$ cat config.mk
export PLATFORM = sky130hd
export DESIGN_NAME = axis_upsizer
export DESIGN_NICKNAME = d
export VERILOG_FILES = /design/src/rtl/axis_width_pkg.sv /design/src/rtl/axis_upsizer_lane_acc.sv /design/src/rtl/axis_upsizer.sv
export SDC_FILE = /design/constraint.sdc
export NUM_CORES = 2
export LEC_CHECK = 0
export ABC_AREA = 1
export CAP_MARGIN = 10
export CORE_ASPECT_RATIO = 0.75
export CORE_MARGIN = 5
export CORE_UTILIZATION = 40
export CTS_CLUSTER_DIAMETER = 30
export DETAILED_ROUTE_END_ITERATION = 7
export PLACE_DENSITY = 0.66
export SLEW_MARGIN = 40
export SYNTH_ARGS = -nofsm -noshare
export SYNTH_HDL_FRONTEND = slang
export SYNTH_SLANG_ARGS = --single-unit
$ cat constraint.sdc
create_clock -name aclk -period 8.76 [get_ports aclk]
set_input_delay 0.876 -clock aclk [delete_from_list [all_inputs] [get_ports aclk]]
set_output_delay 0.876 -clock aclk [all_outputs]
set_load 0.05 [all_outputs]
$ cat src/rtl/axis_width_pkg.sv
// Shared helpers for the AXI4-Stream width converters: sizing, lane placement
// and parameter legality.
package axis_width_pkg;

  function automatic int unsigned clog2(input int unsigned v);
    int unsigned r;
    r = 0;
    while ((32'd1 << r) < v) r++;
    return r;
  endfunction

  function automatic int unsigned keep_w(input int unsigned s_width);
    return s_width / 8;
  endfunction

  function automatic int unsigned m_width(input int unsigned s_width, input int unsigned ratio);
    return s_width * ratio;
  endfunction

  // Bit offset of lane `lane` in the wide word; order 1 puts lane 0 at the MSB end.
  function automatic int unsigned lane_offset(input int unsigned lane, input int unsigned ratio,
                                              input int unsigned width, input int unsigned order);
    return ((order != 0) ? (ratio - 1 - lane) : lane) * width;
  endfunction

  function automatic bit is_pow2(input int unsigned v);
    return (v != 0) && ((v & (v - 1)) == 0);
  endfunction

  function automatic bit params_legal(input int unsigned s_width, input int unsigned ratio);
    return (s_width != 0) && (s_width % 8 == 0) && is_pow2(ratio) && (ratio >= 2) && (ratio <= 16);
  endfunction

endpackage

$ cat src/rtl/axis_upsizer_lane_acc.sv
// Lane accumulator for the upsizer: stores beats per lane and presents the
// merged wide word for the beat currently on the input.
module axis_upsizer_lane_acc
  import axis_width_pkg::*;
#(
  parameter int unsigned S_WIDTH    = 64,
  parameter int unsigned RATIO      = 8,
  parameter int unsigned LANE_ORDER = 0
) (
  input  logic                            aclk,
  input  logic                            aresetn,
  input  logic                            beat_en,
  input  logic [S_WIDTH-1:0]              s_data,
  input  logic [S_WIDTH/8-1:0]            s_keep,
  input  logic                            s_last,
  output logic                            complete,
  output logic [S_WIDTH*RATIO-1:0]        word_data,
  output logic [S_WIDTH*RATIO/8-1:0]      word_keep
);

  localparam int unsigned LANE_W = clog2(RATIO);
  localparam int unsigned KEEP_W = keep_w(S_WIDTH);

  logic [S_WIDTH-1:0] acc_data [RATIO];
  logic [KEEP_W-1:0]  acc_keep [RATIO];
  logic [LANE_W-1:0]  lane;

  assign complete = (lane == LANE_W'(RATIO - 1)) || s_last;

  always_ff @(posedge aclk) begin
    if (!aresetn) begin
      lane <= '0;
      for (int unsigned i = 0; i < RATIO; i++) begin
        acc_data[i] <= '0;
        acc_keep[i] <= '0;
      end
    end else if (beat_en) begin
      if (complete) begin
        lane <= '0;
        for (int unsigned i = 0; i < RATIO; i++) acc_keep[i] <= '0;
      end else begin
        acc_data[lane] <= s_data;
        acc_keep[lane] <= s_keep;
        lane           <= lane + LANE_W'(1);
      end
    end
  end

  // Lanes above the current one may hold stale data from earlier words; they are masked here.
  always_comb begin
    word_data = '0;
    word_keep = '0;
    for (int unsigned i = 0; i < RATIO; i++) begin
      if (i < int'(lane)) begin
        word_data[lane_offset(i, RATIO, S_WIDTH, LANE_ORDER) +: S_WIDTH] = acc_data[i];
        word_keep[lane_offset(i, RATIO, KEEP_W, LANE_ORDER) +: KEEP_W]   = acc_keep[i];
      end else if (i == int'(lane)) begin
        word_data[lane_offset(i, RATIO, S_WIDTH, LANE_ORDER) +: S_WIDTH] = s_data;
        word_keep[lane_offset(i, RATIO, KEEP_W, LANE_ORDER) +: KEEP_W]   = s_keep;
      end
    end
  end

endmodule

$ cat src/rtl/axis_upsizer.sv
// AXI4-Stream width upsizer: packs RATIO input beats into one wide output beat,
// flushing a masked partial word on TLAST.
module axis_upsizer
  import axis_width_pkg::*;
#(
  parameter int unsigned S_WIDTH    = 64,
  parameter int unsigned RATIO      = 8,
  parameter int unsigned LANE_ORDER = 0
) (
  input  logic                            aclk,
  input  logic                            aresetn,
  input  logic [S_WIDTH-1:0]              s_axis_tdata,
  input  logic [S_WIDTH/8-1:0]            s_axis_tkeep,
  input  logic                            s_axis_tvalid,
  input  logic                            s_axis_tlast,
  output logic                            s_axis_tready,
  output logic [S_WIDTH*RATIO-1:0]        m_axis_tdata,
  output logic [S_WIDTH*RATIO/8-1:0]      m_axis_tkeep,
  output logic                            m_axis_tvalid,
  output logic                            m_axis_tlast,
  input  logic                            m_axis_tready,
  output logic                            keep_err
);

  if (!params_legal(S_WIDTH, RATIO)) begin : g_bad_params
    $error("axis_upsizer: S_WIDTH must be a multiple of 8 and RATIO a power of two in 2..16");
  end

  logic                         accept;
  logic                         complete;
  logic [S_WIDTH*RATIO-1:0]     word_data;
  logic [S_WIDTH*RATIO/8-1:0]   word_keep;

  assign s_axis_tready = aresetn && (!m_axis_tvalid || m_axis_tready);
  assign accept        = s_axis_tvalid && s_axis_tready;

  axis_upsizer_lane_acc #(
    .S_WIDTH    (S_WIDTH),
    .RATIO      (RATIO),
    .LANE_ORDER (LANE_ORDER)
  ) u_lane_acc (
    .aclk      (aclk),
    .aresetn   (aresetn),
    .beat_en   (accept),
    .s_data    (s_axis_tdata),
    .s_keep    (s_axis_tkeep),
    .s_last    (s_axis_tlast),
    .complete  (complete),
    .word_data (word_data),
    .word_keep (word_keep)
  );

  // Payload holds its last value after a transfer; only valid drops.
  always_ff @(posedge aclk) begin
    if (!aresetn) begin
      m_axis_tvalid <= 1'b0;
      m_axis_tlast  <= 1'b0;
      m_axis_tdata  <= '0;
      m_axis_tkeep  <= '0;
    end else if (accept && complete) begin
      m_axis_tvalid <= 1'b1;
      m_axis_tlast  <= s_axis_tlast;
      m_axis_tdata  <= word_data;
      m_axis_tkeep  <= word_keep;
    end else if (m_axis_tready) begin
      m_axis_tvalid <= 1'b0;
    end
  end

  always_ff @(posedge aclk) begin
    if (!aresetn) begin
      keep_err <= 1'b0;
    end else if (accept && !s_axis_tlast && (s_axis_tkeep != '1)) begin
      keep_err <= 1'b1;
    end
  end

endmodule

; ---- Word level (Yosys, flattened, before mapping)
; Memories as Yosys holds them, arrays and structs flattened.
; Cells that the tools add are included.
; Widths: inputs -> output; s select.
[classes]
mux = 56
n_eq_ne = 9
add_sub_neg = 1
n_reduce_logical = 13
order_cmp = 7
bitwise_logic = 8
[ops]
columns = cell, count
row1 = $mux 64, 16
row2 = $mux 8, 24
row3 = $reduce_or 64->1, 1
row4 = $mux 1, 13
row5 = $eq 3x3->1 const A, 4
row6 = $lt 3x3->1 const A, 3
row7 = $mux 3, 3
row8 = $ne 8x8->1 const B, 1
row9 = $or 1x1->1, 8
row10 = $reduce_or 8->1, 1
row11 = $eq 2x3->1 const A, 2
row12 = $lt 1x3->1 const A, 2
row13 = $lt 2x3->1 const A, 2
row14 = $logic_and 1x1->1, 5
row15 = $add 3x1->3 const B, 1
row16 = $eq 1x3->1 const A, 1
row17 = $eq 3x3->1 const B, 1
row18 = $logic_not 3->1, 1
row19 = $logic_not 1->1, 2
row20 = $logic_or 1x1->1, 2
row21 = $reduce_bool 2->1, 1
[word_totals]
inputBits = 77
mem_count = 2
ff_bits = 582
ramBits = 576
wordCells = 102
output_inout_bits = 580
[memory_table]
columns = memory, depth, width, read_ports, rd_ports_with_merged_regs, wr, line
row1 = u_lane_acc.acc_data, 8, 64, 7, 0, 8, axis_upsizer_lane_acc.sv:24  ; logic [S_WIDTH-1:0] acc_data [RATIO];
row2 = u_lane_acc.acc_keep, 8, 8, 7, 0, 8, axis_upsizer_lane_acc.sv:25  ; logic [KEEP_W-1:0] acc_keep [RATIO];

; ---- Depth between registers and ports, before layout
[logic_depth]
ltp_word = 9
ltp_mapped = 10
depth_no_buf = 8

; ---- Hierarchy
; From an unflattened synthesis, not the netlist that was laid out.
[unflattened]
hier_cells = 6655
hier_area_um2 = 49040.8
[modules_own_cells]
columns = mod, n_inst, area_per_inst_um2, cells_per_inst, seq_area_each_um2
row1 = axis_upsizer_lane_acc, 1, 25747.2, 2980, 15194.6
row2 = axis_upsizer, 1, 23293.6, 3675, 11591.1

; ---- Worst setup path before layout
; OpenSTA, ideal clock, no wires.
[synth_timing]
kind = input-to-reg
from = input port m_axis_tready
to = memory u_lane_acc.acc_data[3][0] (enable)
slack_ns = 2.137
required_ns = 8.186
cell_stages = 7
arrival_time_ns = 6.049
cell_sequence = inv_1 > nand2_1 > nand3_4 > nor2_8 > inv_2 > buf_2 > o21ai_0
[synth_rtl]
columns = element, line
row1 = "start, declared", axis_upsizer.sv:21  ; input logic m_axis_tready,
row2 = "end, declared", axis_upsizer_lane_acc.sv:24

==> out/metrics.yaml <==
timing:
  slew_headroom: 0.388
  worstMarginPinSlew_ps: 918
  setup_viol: 0
  fmax_mhz: 266
  fin_setup_tns_ps: 0
  rsz0062_at_grt: "false"
  finalHoldViolations: 0
  hold-worst-slack_ps: 441
  finalWorstSetupSlack_ps: 5000
  period_share: 0.429
  period_needed_ps: 3760
  drv_slew: 0
  skew_ps: 23.3
detailed_routing:
  drc: 0
  detail_route.wl_per_cell_um: 20.3
  wl_um: 148000
  vias: 37100
  vias_per_cell: 5.09
  drt_pass1_iterations: 6
  drtIter0Drc: 3628
  ant_nets: 0
worst_setup_path:
  crit_path_frequent_cell: "ha_1"
  critPathLaunchType: "flop"
  worst-setup-path-type: "reg2reg"
  endpoint_kind: "flop"
  slowest_delay_ps: 700
  slowest_stage: "o21ai_4"
  required_ps: 9170
  critPathArrivalTime_ps: 4170
  worst-path-buf-inv: 3
  critPathTopFamily: "buffers and inverters"
  path_max_fanout: 108
  crit_chain: "ha_1, ha_1, nor2_2, inv_2, nor2_8, clkinv_8, o21ai_4, buf_4"
synthesis:
  synth-compound-area-share: 0.0585
  yosysSeqAreaShare: 0.608
  syn_nets: 5272
  synth_top_family_by_area: "simple AND/OR/NAND/NOR gates"
  yosysWarnings: 0
  synthAdderAreaFrac: 0.00114
  synthSimpleGateAreaFrac: 0.272
  syn_area_mm2: 0.0440
  yosys.area_share.xor_xnor: 0
  muxShareOfSynthArea: 0
  synth_cell_type_count: 25
  ys_ff_latch: 1086
  syn_avg_cell_area_um2: 8.49
  synthCells: 5191
status:
  outcome: "complete, no violations"
min_path:
  holdCritPathClass: "reg2reg"
cts:
  cts-root-buf: "clkbuf_16"
  postCtsSetupBuffers: 0
  cts_tree: "yes"
  clk_latency_ps: 800
  numCtsBuffers: 192
  hold_buffers: 0
  cts.htree.levels: 4
  clkSinkCount: 1086
  cts_buffer_depth: 3
  clkTransAtPathRegs_ps: 50
  post_cts_resized: 0
power:
  vdd_drop_max_mv: 0.161
  p_leak_nw: 24.1
  p_total_mw: 13.8
  cellPowerDensity_mw_per_mm2: 239
placed_design:
  detailedPlace.worstSlack_ps: 4550
  portBuffers: 656
  dp.cells: 6919
  placed_area_mm2: 0.0510
  hpwl_um: 88600
  gp_congestion: 0.805
global_route:
  antenna_found_initial: 2
  grt_start_max_net_pins: 184
  grt_pass1_vias: 34900
  grt_pass1_wl_um: 220000
  track_usage: 0.246
  overflow: 0
floorplanning:
  num_rows: 105
  die-area_mm2: 0.117
  die_h_um: 297
  dieWidth_um: 393
  io-pin-count: 657
  coreArea_mm2: 0.109
  start_util: 0.403
layout:
  syn2layout_area_growth_pct: 31.6
  fin_util: 0.530
  drive_above_1_share: 0.0809
  layout.nets: 5754
  stdcell_count: 7289
  final_area_mm2: 0.0580
run:
  maxCapViolCount: 0
==> worst register-to-register path, delay by kind of cell (launching register included) <==
| family | cells | cell delay [ps] |
|---|---|---|
| and+or+nand+nor | 2 | 470 |
| adders and majority gates | 2 | 510 |
| DFF | 1 | 480 |
| AOI/OAI and AO/OA | 1 | 740 |
| buffers and inverters | 3 | 1150 |
==> cells by family after synthesis <==
| kind of cell | after synthesis |
|---|---|
| buffers and inverters | 578 |
| AND/OR/NAND/NOR | 3009 |
| adder cells (fa/ha/maj) | 4 |
| AO/OA/AOI/OAI | 514 |
| flip-flops | 1086 |
==> placed cells by master (no fill, tap or decap), drive strengths merged, types with 6 or more instances in the layout <==
cell and n:
nand3 150, clkinvlp 17, nor2 356, nor3 165
clkbuf 241, buf 57, clkinv 54, edfxtp 504
bufinv 24, dfxtp 582, inv 190, nand2 2337
a21oi 6, clkdlybuf4s50 648, o21ai 508
==> final timing paths <==
check | startpoint | to | slack, ps | depth (start not counted)
worst max-delay path | u_lane_acc.lane[0] | u_lane_acc.acc_data[5][22] | 5000 | 8
worst min-delay path | m_axis_tdata[155] | m_axis_tdata[155] | 440 | 2
worst max register to register | u_lane_acc.lane[0] | u_lane_acc.acc_data[5][22] | 5000 | 8
worst min register to register | m_axis_tdata[155] | m_axis_tdata[155] | 440 | 2
==> synthesized netlist by cell type <==
| cell | n | share of area |
|---|---|---|
| nand2_1 | 2336 | 0.20 |
| dfxtp_1 | 582 | 0.26 |
| edfxtp_1 | 504 | 0.34 |
| o21ai_0 | 486 | 0.055 |
| nor2_1 | 347 | 0.030 |
| clkbuf_1 | 194 | 0.017 |
| inv_1 | 152 | 0.013 |
| nand3_1 | 149 | 0.017 |
| buf_2 | 144 | 0.016 |
| nor3_1 | 123 | 0.014 |
| buf_4 | 49 | 0.0084 |
| nor3_2 | 42 | 0.0095 |
| o21ai_1 | 22 | 0.0025 |
| buf_6 | 16 | 0.0041 |
| buf_1 | 15 | 0.0013 |
| inv_2 | 8 | 0.00068 |
| nor2_4 | 6 | 0.0015 |
| a21oi_1 | 5 | 0.00057 |
| ha_1 | 4 | 0.0011 |
| nor2_2 | 2 | 0.00028 |
| a21oi_2 | 1 | 0.00020 |
| nand2_2 | 1 | 0.00014 |
| nand3_4 | 1 | 0.00040 |
| nand4_1 | 1 | 0.00014 |
| nor2_8 | 1 | 0.00045 |
==> cell type report <==
cell class | instances | area [um^2]
Fill cell | 9870 | 51300
Sequential cell | 1086 | 26800
Multi-Input combinational cell | 3527 | 14800
Timing Repair Buffer | 706 | 7150
Clock buffer | 240 | 5360
Tap cell | 1444 | 1810
Clock inverter | 125 | 1480
Inverter | 160 | 622
Antenna cell | 1 | 2.50
==> per-layer routing <==
| metal | GRT usage | part of all wire | up-vias |
|---|---|---|---|
| met5 | 0 | 0.000088 | - |
| met4 | 0.0905 | 0.035 | 2 |
| met3 | 0.0757 | 0.10 | 299 |
| met2 | 0.378 | 0.44 | 1633 |
| met1 | 0.329 | 0.42 | 17500 |
| li1 | - | - | 17600 |
==> sequential cells by signal (all words and copies together) (netlist names) <==
register and cells:
keep_err 1, m_axis_tdata 512, u_lane_acc.acc_data 448, m_axis_tkeep 64, u_lane_acc.acc_keep 56, u_lane_acc.lane 3
m_axis_tlast 1, m_axis_tvalid 1
==> power breakdown <==
part | switching [mW] | leakage (nW) | total [mW] | internal, mW
combinational | 0.465 | 10.9 | 0.591 | 0.126
clock | 2.70 | 3.33 | 7.78 | 5.08
sequential | 0.0388 | 9.93 | 5.46 | 5.42
Note: power is estimated with default switching activity, not from simulation.
